<file path="src/rtl/sd_cic_decimator.sv">
// Third-order CIC decimator for a two-wire sigma-delta pulse stream.
// Three integrators run at the input sample rate and three unit-delay combs
// run once per frame of DECIM accepted samples. All internal arithmetic is
// modulo 2^IW; the CIC structure makes the final result exact despite
// intermediate wrap-around. dout is the sign-extended comb result.
module sd_cic_decimator #(
    parameter int BITWIDTH   = 32,
    parameter int LOG2_DECIM = 6
) (
    input  logic                clk,
    input  logic                reset,
    input  logic [1:0]          sd_in,
    input  logic                en,
    output logic [BITWIDTH-1:0] dout,
    output logic                dout_valid
);

    // Internal width is exactly enough for gain DECIM^3 plus sign and headroom.
    localparam int IW = 3 * LOG2_DECIM + 2;

    localparam logic [IW-1:0]         X_ZERO    = {IW{1'b0}};
    localparam logic [IW-1:0]         X_PLUS    = IW'(1);
    localparam logic [IW-1:0]         X_MINUS   = {IW{1'b1}};
    localparam logic [LOG2_DECIM-1:0] CNT_ZERO  = {LOG2_DECIM{1'b0}};
    localparam logic [LOG2_DECIM-1:0] CNT_ONE   = LOG2_DECIM'(1);
    localparam logic [LOG2_DECIM-1:0] CNT_LAST  = {LOG2_DECIM{1'b1}};
    localparam logic [BITWIDTH-1:0]   DOUT_ZERO = {BITWIDTH{1'b0}};

    // Maps the pulse pair onto a signed unit step; coincident pulses cancel.
    function automatic logic [IW-1:0] decode_sd(input logic [1:0] sd);
        logic [IW-1:0] x;
        case (sd)
            2'b01:   x = X_PLUS;
            2'b10:   x = X_MINUS;
            2'b00:   x = X_ZERO;
            2'b11:   x = X_ZERO;
            default: x = X_ZERO;
        endcase
        return x;
    endfunction

    // Sign-extends a comb result to the output width.
    function automatic logic [BITWIDTH-1:0] sext_out(input logic [IW-1:0] v);
        return BITWIDTH'($signed(v));
    endfunction

    logic [IW-1:0]         x_s;
    logic [IW-1:0]         i1_r, i2_r, i3_r;
    logic [IW-1:0]         i1_nxt_s, i2_nxt_s, i3_nxt_s;
    logic [IW-1:0]         d1_r, d2_r, d3_r;
    logic [IW-1:0]         c1_s, c2_s, c3_s;
    logic [LOG2_DECIM-1:0] cnt_r;
    logic [LOG2_DECIM-1:0] cnt_nxt_s;
    logic                  tick_s;
    logic                  pending_r;
    logic [BITWIDTH-1:0]   dout_r;
    logic                  dout_valid_r;

    // Input decode and integrator chain; each stage sees the freshly updated upstream value.
    always_comb begin
        x_s      = decode_sd(sd_in);
        i1_nxt_s = i1_r + x_s;
        i2_nxt_s = i2_r + i1_nxt_s;
        i3_nxt_s = i3_r + i2_nxt_s;
    end

    // Frame counter advance and end-of-frame detection on accepted samples only.
    always_comb begin
        cnt_nxt_s = cnt_r + CNT_ONE;
        if (en && (cnt_r == CNT_LAST)) begin
            tick_s = 1'b1;
        end else begin
            tick_s = 1'b0;
        end
    end

    // Comb cascade evaluated from the integrator output held after the tick.
    always_comb begin
        c1_s = i3_r - d1_r;
        c2_s = c1_s - d2_r;
        c3_s = c2_s - d3_r;
    end

    // Integrator state; frozen whenever no sample is accepted.
    always_ff @(posedge clk or negedge reset) begin
        if (!reset) begin
            i1_r <= X_ZERO;
            i2_r <= X_ZERO;
            i3_r <= X_ZERO;
        end else if (en) begin
            i1_r <= i1_nxt_s;
            i2_r <= i2_nxt_s;
            i3_r <= i3_nxt_s;
        end else begin
            i1_r <= i1_r;
            i2_r <= i2_r;
            i3_r <= i3_r;
        end
    end

    // Sample counter wraps naturally from DECIM-1 back to zero.
    always_ff @(posedge clk or negedge reset) begin
        if (!reset) begin
            cnt_r <= CNT_ZERO;
        end else if (en) begin
            cnt_r <= cnt_nxt_s;
        end else begin
            cnt_r <= cnt_r;
        end
    end

    // Remembers that a frame just closed so the combs run on the next edge regardless of en.
    always_ff @(posedge clk or negedge reset) begin
        if (!reset) begin
            pending_r <= 1'b0;
        end else begin
            pending_r <= tick_s;
        end
    end

    // Comb delay registers load once per frame alongside the output sample.
    always_ff @(posedge clk or negedge reset) begin
        if (!reset) begin
            d1_r <= X_ZERO;
            d2_r <= X_ZERO;
            d3_r <= X_ZERO;
        end else if (pending_r) begin
            d1_r <= i3_r;
            d2_r <= c1_s;
            d3_r <= c2_s;
        end else begin
            d1_r <= d1_r;
            d2_r <= d2_r;
            d3_r <= d3_r;
        end
    end

    // Output sample register and its single-cycle strobe.
    always_ff @(posedge clk or negedge reset) begin
        if (!reset) begin
            dout_r       <= DOUT_ZERO;
            dout_valid_r <= 1'b0;
        end else if (pending_r) begin
            dout_r       <= sext_out(c3_s);
            dout_valid_r <= 1'b1;
        end else begin
            dout_r       <= dout_r;
            dout_valid_r <= 1'b0;
        end
    end

    assign dout       = dout_r;
    assign dout_valid = dout_valid_r;

endmodule

</file>
<file path="config.mk">
export PLATFORM = sky130hd
export DESIGN_NAME = sd_cic_decimator
export DESIGN_NICKNAME = d
export VERILOG_FILES = /design/src/rtl/sd_cic_decimator.sv
export SDC_FILE = /design/constraint.sdc
export NUM_CORES = 1
export LEC_CHECK = 0
export ABC_AREA = 1
export BUFFER_PORTS_ARGS = -buffer_cell sky130_fd_sc_hd__buf_4
export CORE_MARGIN = 1.5
export CORE_UTILIZATION = 60
export DETAILED_ROUTE_END_ITERATION = 10
export GPL_ROUTABILITY_DRIVEN = 0
export PLACE_DENSITY = 0.86
export SETUP_SLACK_MARGIN = 0.02
export SLEW_MARGIN = 30
export SYNTH_ARGS = -nofsm -noshare
export SYNTH_HDL_FRONTEND = slang
export SYNTH_SLANG_ARGS = --single-unit
export TNS_END_PERCENT = 20
</file>
<file path="constraint.sdc">
create_clock -name clk -period 9.31 [get_ports clk]
set_input_delay 1.862 -clock clk [delete_from_list [all_inputs] [get_ports clk]]
set_output_delay 1.862 -clock clk [all_outputs]
set_load 0.05 [all_outputs]
</file>
Yosys cells after proc, flatten, opt, wreduce, memory -nomap -nowiden:

Cells that the tools add are included.

* bits in registers: 148
* input port bits: 5
* output and inout bits: 33

* $add $sub $neg: 7
* equality and inequality tests: 4
* mux-type cells: 3
* reductions and logical operators: 3

Operators with widths (number)
* adder 20 bit: 3
* case mux 20 bit (3 select lines): 1
* subtractor 20 bit: 3
* adder 6 x 1 -> 6 bit, second input constant: 1
* == test 6 bit, second input constant: 1
* == test 2 bit, second input constant: 2
* == test 2 x 1 -> 1 bit, second input constant: 1
* logical NOT 2 bit: 1
* two-way mux 1 bit: 2
* OR reduction 2 bit: 1
* logical AND 1 bit: 1

Depth between registers and ports, before layout:

Gate-level depths: netlist of run 1.

* word-level depth: 6
* mapped depth: 35
* gate-level depth less buffers: 34

Worst setup path after synthesis of run 1:

OpenSTA, ideal clock, no wires.

* path type: input port to flip-flop
* start point: input port sd_in[0]
* end point: register i3_r[19]
* arrival time: 6127 ps
* path slack: 3066 ps
* cell stages on the path: 33
* path through: inv_1 ha_1 inv_2 buf_6 nand2_1 nand2_1 inv_1 ha_1 a21oi_1 inv_1 a21oi_1 o21ai_2 nand2_1 nand3_1 nand2_1 inv_1 ha_1 inv_1 nor3_1 nor3b_1 nand4_1 nand3_1 xor2_1 ha_1 inv_1 nor3_1 nand2_1 o311ai_0 inv_1 nand3_1 nand3_1 nand2_1 nand2_1

* word-level cells in the longest chain between the ends: 6
* elaborated cells on any way between the ends: 9
* those cells by class: add/sub (3); eq/ne (3); mux (1); reduce/logical (2)

Ends and longest elaborated chain
* start, declared: RTL line 12 `input logic [1:0] sd_in,`
* == test 2 bit / logical NOT 2 bit (equally long branches): RTL line 32 `case (sd)`
* OR reduction 2 bit (no line)
* case mux 20 bit (3 select lines) *: RTL line 32
* adder 20 bit *: RTL line 62 `i1_nxt_s = i1_r + x_s;`
* via i1_nxt_s[16]: RTL line 49 `logic [IW-1:0] i1_nxt_s, i2_nxt_s, i3_nxt_s;`
* adder 20 bit *: RTL line 63 `i2_nxt_s = i2_r + i1_nxt_s;`
* via i2_nxt_s[18]: RTL line 49
* adder 20 bit *: RTL line 64 `i3_nxt_s = i3_r + i2_nxt_s;`
* end signal, assigned: RTL line 93 `i3_r <= i3_nxt_s;`
* end signal, assigned: RTL line 97 `i3_r <= i3_r;`
* end, declared: RTL line 48 `logic [IW-1:0] i1_r, i2_r, i3_r;`

The timed path passes the listed nets; every way through them passes the cells marked *.
A chain may end at the register's enable or synchronous reset.

Final worst setup path of run 1:

Ends and elaborated chain as after synthesis.

==> results of run 1 <==
[worst paths after layout]
check / slack [ns] / cells after the start / startpoint / to
worst max-delay path: 1.90 / 34 / sd_in[0] / i3_r[19]$_DFFE_PN0P_
max in group asynchronous: 6.74 / 3 / reset / pending_r$_DFF_PN0_
worst min-delay path: 0.48 / 2 / dout[2]$_DFFE_PN0P_ / dout[2]$_DFFE_PN0P_
min in group asynchronous: 1.42 / 1 / reset / d2_r[13]$_DFFE_PN0P_
worst min register to register: 0.48 / 2 / dout[2]$_DFFE_PN0P_ / dout[2]$_DFFE_PN0P_
worst max register to register: 3.81 / 28 / i3_r[0]$_DFFE_PN0P_ / dout[19]$_DFFE_PN0P_
[cells in the final DEF, fill, tap and decap left out, types with 41 or more instances in the layout]
cell type  instances
buf_4             41
dfrtp_1          147
nor2_1            72
xor2_1            62
inv_1            172
nand3_1           54
ha_1             104
o21ai_0          165
nand2_1          405
a21oi_1          115
[per-layer routing]
layer	routed length (um)	GRT usage, %	part of all wire [%]	up-vias
met3	1270	4.48	4.7	70
li1	-	-	-	5045
met2	13100	49.3	49	309
met1	11500	35.4	43	4766
met5	0	0	0	-
met4	1030	12.6	3.8	0
[stage by stage]
stage	instances	setup slack [ns]	util, %
3_5_place_dp	1746	1.59	64.2
4_1_cts	1778	2.01	67.9
6_report	1778	1.90	67.9
5_1_grt	1778	1.14	67.9
3_3_place_gp	1745	1.82	64.0
2_1_floorplan	1520	3.07	-
[worst min-delay path, cell delays in order, from the launching register on]
cell and delay (ns):
dfrtp_1 0.34, nand2_1 0.05, nand2_1 0.06
[kinds of logic after synthesis]
logic type                 synth area share [%]
AOI/OAI and AO/OA                          16.7
xor gates and xnor gates                   7.94
adders and majority gates                  12.5
buffers and inverters                      8.02
DFF                                        32.9
and+or+nand+nor                            22.0
[state kept, by name, indices dropped and copies added, names as in the netlist]
register	flops
dout	20
i2_r	20
d3_r	20
d1_r	20
cnt_r	6
i3_r	20
i1_r	20
pending_r	1
dout_valid	1
d2_r	20
[area by class of cell]
type | count | area [um^2] | area share [%]
Multi-Input combinational cell | 1149 | 6640 | 53.9
Sequential cell | 148 | 3700 | 30.1
Inverter | 177 | 664 | 5.39
Clock buffer | 19 | 443 | 3.60
Timing Repair Buffer | 43 | 347 | 2.81
Tap cell | 229 | 287 | 2.33
Clock inverter | 13 | 229 | 1.86
==> metrics.md, run 1 <==
| Metric | Value |
|---|---|
| Status | `finished, violations left` |
| Failing checks | `design-rule violations` |
| Final #Nets | `1650` |
| Initial Util | `62.0%` |
| CTS Buffer Depth | `2` |
| DIE WIDTH | `140 um` |
| Pre-Repair DR Iteration Count | `9` |
| Netlist cell types | `48` |
| Max_cap viols | `0` |
| Least-Margin Pin Slew | `0.835 ns` |
| PortBufs | `37` |
| Share of cells above drive strength 1 | `6.91%` |
| Post-DP HPWL | `20100 um` |
| Total CTS buffers | `17` |
| Post-CTS Hold Fix Bufs | `0` |
| CTS tree | `built` |
| Unrepaired setup endpoints after global routing | `false` |
| Fmax | `135 MHz` |
| Global-route wire length before repair | `45300 um` |
| Setup_tns | `0 ns` |
| Syn nets | `1634` |
| Yosys warns | `0` |
| Diodes inserted | `0` |
| Post-synth EDFFs | `0` |
| Cells after synthesis | `1520` |
| DR iter-0 viols | `799` |
| Die footprint | `0.0196 mm^2` |
| Final instance area | `0.0123 mm^2` |
| Crit Path Category | `input pin to flop` |
| Vias after detailed routing | `10.2k` |
| Grt total ovfl | `0` |
| FFs w/ async S/R, synth | `100%` |
| PostCTS Resize Cnt | `0` |
| Fillers | `1481` |
| Hold Slack | `0.480 ns` |
| ANT nets after route | `0` |
| Final setup violation count | `0` |
| Startpoint types | `input pin` |
| Clk_skew | `0.0115 ns` |
| Tcrit/Tclk final | `79.6%` |
| Top-area cell type share of the netlist area | `32.9%` |
| Cell Rows | `49` |
| Setup Fix Bufs, Post-CTS | `0` |
| Top cell family by delay on the critical path | `simple AND/OR/NAND/NOR gates` |
| Largest net degree at the start of global routing | `70` |
| Drt total wl | `26900 um` |
| Mean post-synth cell area | `7.40 um^2` |
| Worst-Skew Late Latency | `0.43 ns` |
| Yosys top cell by area | `dfrtp_1` |
| Top post-synthesis cells by count | `nand2_1 (405), inv_1 (172), o21ai_0 (165)` |
| # IOs | `38` |
| Initial antenna violation count | `0` |
| Relative slew slack | `43.6%` |
| CTS Root Cell | `clkbuf_16` |
| Cell with the most instances after synthesis | `nand2_1` |
| Worst Path Arrival | `7.74 ns` |
| Final Hold Viols | `0` |
| Fin crit period | `7.41 ns` |
| Clock sinks | `148` |
| Largest stage delay, worst path | `0.69 ns` |
| Die Span Y | `140 um` |
| CTS HTree Levels | `4` |
| CP Max Fanout | `16` |
| Synthesized flop and latch total | `148` |
| Critical path's slowest cell | `o311ai_0` |
| DR WL/cell | `15.1 um` |
| Layout area overhead | `9.50%` |
| Vias in the first global route | `9703` |
| Vias per inst | `5.73` |
| Core area | `0.0181 mm^2` |
| Area after DPL | `0.0116 mm^2` |
| Hold/Removal Path Class | `flop to flop` |
| Clock-pin slew on the worst setup and hold paths | `0.06 ns` |
| Predominant post-synthesis flop cell | `dfrtp_1` |
| WP buf/inv | `10` |
| Synthesized cell area | `0.0112 mm^2` |
| Drt drc | `8` |
| Final Max Slew Viols | `0` |
| Top post-synthesis cells by area | `dfrtp_1 (33%), nand2_1 (14%), ha_1 (12%)` |
| Worst Setup End Kind | `flop` |
| CP Data Required Time | `9.63 ns` |
| Register area share after synthesis | `32.9%` |
| GRT Total Usage | `28.5%` |
Power of run 1 is left out: the tool's default activity adds up to more than one toggle a clock period on the data nets, which glitch-free logic cannot reach.
==> run 2: changes to the inputs <==
==> constraint.sdc (replaced) <==
create_clock -name clk -period 7.4 [get_ports clk]
set_input_delay 1.48 -clock clk [delete_from_list [all_inputs] [get_ports clk]]
set_output_delay 1.48 -clock clk [all_outputs]
set_load 0.05 [all_outputs]
==> run 2 against run 1 <==
The run still ends with design-rule violations left. Critical path depth unchanged. Non-clock buffer count grew 2. Clock skew decreased by 0.0027 ns. Core utilization fell by 0.23 points. Sequential share of layout area rose by 0.10 points. Routed wire length rose by 0.78%. Clock-buffer cell count rose by 1. Global-route usage about the same. Via count is 0.25% higher. First-iteration DRC count shrank 13%. Worst hold slack got worse by 0.0017 ns. Cell area shrank 0.35%. Critical path type unchanged. Highest routed layer unchanged.
==> metrics.md, run 2 (synthesis results as in run 1) <==
| Metric | Value |
|---|---|
| Grt total ovfl | `0 (unchanged)` |
| Max_cap viols | `0 (unchanged)` |
| Global-route wire length before repair | `45300 um (about the same)` |
| Die footprint | `0.0196 mm^2 (unchanged)` |
| ANT nets after route | `0 (unchanged)` |
| DR iter-0 viols | `696 (was 799)` |
| CP Max Fanout | `23 (was 16)` |
| DIE WIDTH | `140 um (unchanged)` |
| Pre-Repair DR Iteration Count | `9 (unchanged)` |
| Die Span Y | `140 um (unchanged)` |
| Diodes inserted | `0 (unchanged)` |
| Unrepaired setup endpoints after global routing | `false (unchanged)` |
| Fillers | `1451 (was 1481)` |
| Total CTS buffers | `17 (unchanged)` |
| Clock-pin slew on the worst setup and hold paths | `0.07 ns (was 0.06 ns)` |
| Drt drc | `8 (unchanged)` |
| Largest net degree at the start of global routing | `86 (was 70)` |
| Drt total wl | `27100 um (was 26900 um)` |
| Clk_skew | `0.00885 ns (was 0.0115 ns)` |
| Final Hold Viols | `0 (unchanged)` |
| Final Max Slew Viols | `0 (unchanged)` |
| Hold/Removal Path Class | `flop to flop (unchanged)` |
| Final setup violation count | `0 (unchanged)` |
| Clock sinks | `148 (unchanged)` |
| DR WL/cell | `15.2 um (was 15.1 um)` |
| Crit Path Category | `input pin to flop (unchanged)` |
| Fin crit period | `6.75 ns` |
| Share of cells above drive strength 1 | `7.09% (was 6.91%)` |
| Post-CTS Hold Fix Bufs | `0 (unchanged)` |
| CP Data Required Time | `7.73 ns (was 9.63 ns)` |
| Vias after detailed routing | `10.2k (about the same)` |
| Failing checks | `design-rule violations (unchanged)` |
| Critical path's slowest cell | `o311ai_0 (unchanged)` |
| Startpoint types | `input pin (unchanged)` |
| Worst-Skew Late Latency | `0.44 ns (was 0.43 ns)` |
| Least-Margin Pin Slew | `0.817 ns (was 0.835 ns)` |
| Core area | `0.0181 mm^2 (unchanged)` |
| Top cell family by delay on the critical path | `simple AND/OR/NAND/NOR gates (unchanged)` |
| Layout area overhead | `9.12% (was 9.50%)` |
| Initial antenna violation count | `0 (unchanged)` |
| Most common cell after layout, fill and taps aside | `nand2_1 (unchanged)` |
| Worst Setup End Kind | `flop (unchanged)` |
| Worst Path Arrival | `7.09 ns (was 7.74 ns)` |
| CTS HTree Levels | `4 (unchanged)` |
| PostCTS Resize Cnt | `0 (unchanged)` |
| Cell Rows | `49 (unchanged)` |
| CTS Root Cell | `clkbuf_16 (unchanged)` |
| CTS Buffer Depth | `2 (unchanged)` |
| Largest stage delay, worst path | `0.68 ns (was 0.69 ns)` |
| Tcrit/Tclk final | `91.3%` |
| Vias per inst | `5.74 (was 5.73)` |
| Fmax | `148 MHz` |
| Commonest non-fill, non-tap cells in the layout | `nand2_1 (405), inv_1 (172), o21ai_0 (165), dfrtp_1 (147), a21oi_1 (115) (unchanged)` |
| Status | `finished, violations left (unchanged)` |
| Setup Fix Bufs, Post-CTS | `0 (unchanged)` |
| Vias in the first global route | `9793 (was 9703)` |
| CTS tree | `built (unchanged)` |
| Setup_tns | `0 ns (unchanged)` |
| GRT Total Usage | `28.5% (about the same)` |
| Final #Nets | `1652 (was 1650)` |
| Relative slew slack | `45.5% (was 43.6%)` |
| WP buf/inv | `9 (was 10)` |
| PortBufs | `37 (unchanged)` |
| Post-DP HPWL | `20100 um (about the same)` |
| Initial Util | `62.0% (unchanged)` |
| # IOs | `38 (unchanged)` |
-- run 2: cell types whose count changed in the layout (fill, tap and decap cells not counted), sizes merged --
| cell | before | now |
|---|---|---|
| bufinv | 6 | 3 |
| inv | 176 | 179 |
| buf | 43 | 45 |
| clkbuf | 19 | 20 |
| clkinvlp | 1 | 0 |
-- run 2: final timing paths --
path	depth (start not counted)	to	slack, ns	from
max	34	i3_r[19]$_DFFE_PN0P_	0.65	sd_in[0]
min	2	dout[1]$_DFFE_PN0P_	0.48	dout[1]$_DFFE_PN0P_
max reg2reg	27	dout[19]$_DFFE_PN0P_	1.72	i3_r[2]$_DFFE_PN0P_
min reg2reg	2	dout[1]$_DFFE_PN0P_	0.48	dout[1]$_DFFE_PN0P_
max in group asynchronous	2	i1_r[1]$_DFFE_PN0P_	5.01	reset
min in group asynchronous	1	d2_r[12]$_DFFE_PN0P_	1.09	reset
-- run 2: layout make-up --
class                      instances  area [um^2]  share of cell area (%)
clock buffer                      20          467                    3.80
clock inverter                    12          168                    1.37
inverter                         177          664                    5.41
multi-input combinational       1149         6640                    54.1
sequential                       148         3700                    30.2
tap                              229          287                    2.33
timing repair buffer              45          342                    2.78
-- run 2: per-layer routing --
| layer | global-route usage, % | up-vias | wire [um] |
|---|---|---|---|
| met4 | 11.1 | 0 | 849 |
| met3 | 4.44 | 70 | 1220 |
| met5 | 0 | - | 0 |
| met1 | 34.8 | 4797 | 11600 |
| li1 | - | 5047 | - |
| met2 | 50.8 | 301 | 13400 |
-- run 2: worst register-to-register path, delay by kind of cell, from the launching register on --
kind                       cells  cell delay, ns
xor gates and xnor gates       2            0.37
and+or+nand+nor               12            1.61
AOI/OAI and AO/OA              8            1.84
buffers and inverters          2            0.13
DFF                            1            0.44
adders and majority gates      3            1.17
-- run 2: per-stage QoR --
stage / utilization, % / setup slack (ns) / std cells / instance area, um^2 / hold slack (ns)
6_report: 67.6 / 0.646 / 1780 / 12300 / 0.478
5_1_grt: 67.6 / 0.0776 / 1780 / 12300 / 0.505
4_1_cts: 67.6 / 0.719 / 1780 / 12300 / 0.488
3_5_place_dp: 64.1 / 0.282 / 1748 / 11600 / 0.472
3_3_place_gp: 64.1 / 0.572 / 1748 / 11600 / 0.460
2_1_floorplan: - / 1.54 / 1520 / 11200 / 0.352
Power of run 2 is left out for the same reason.
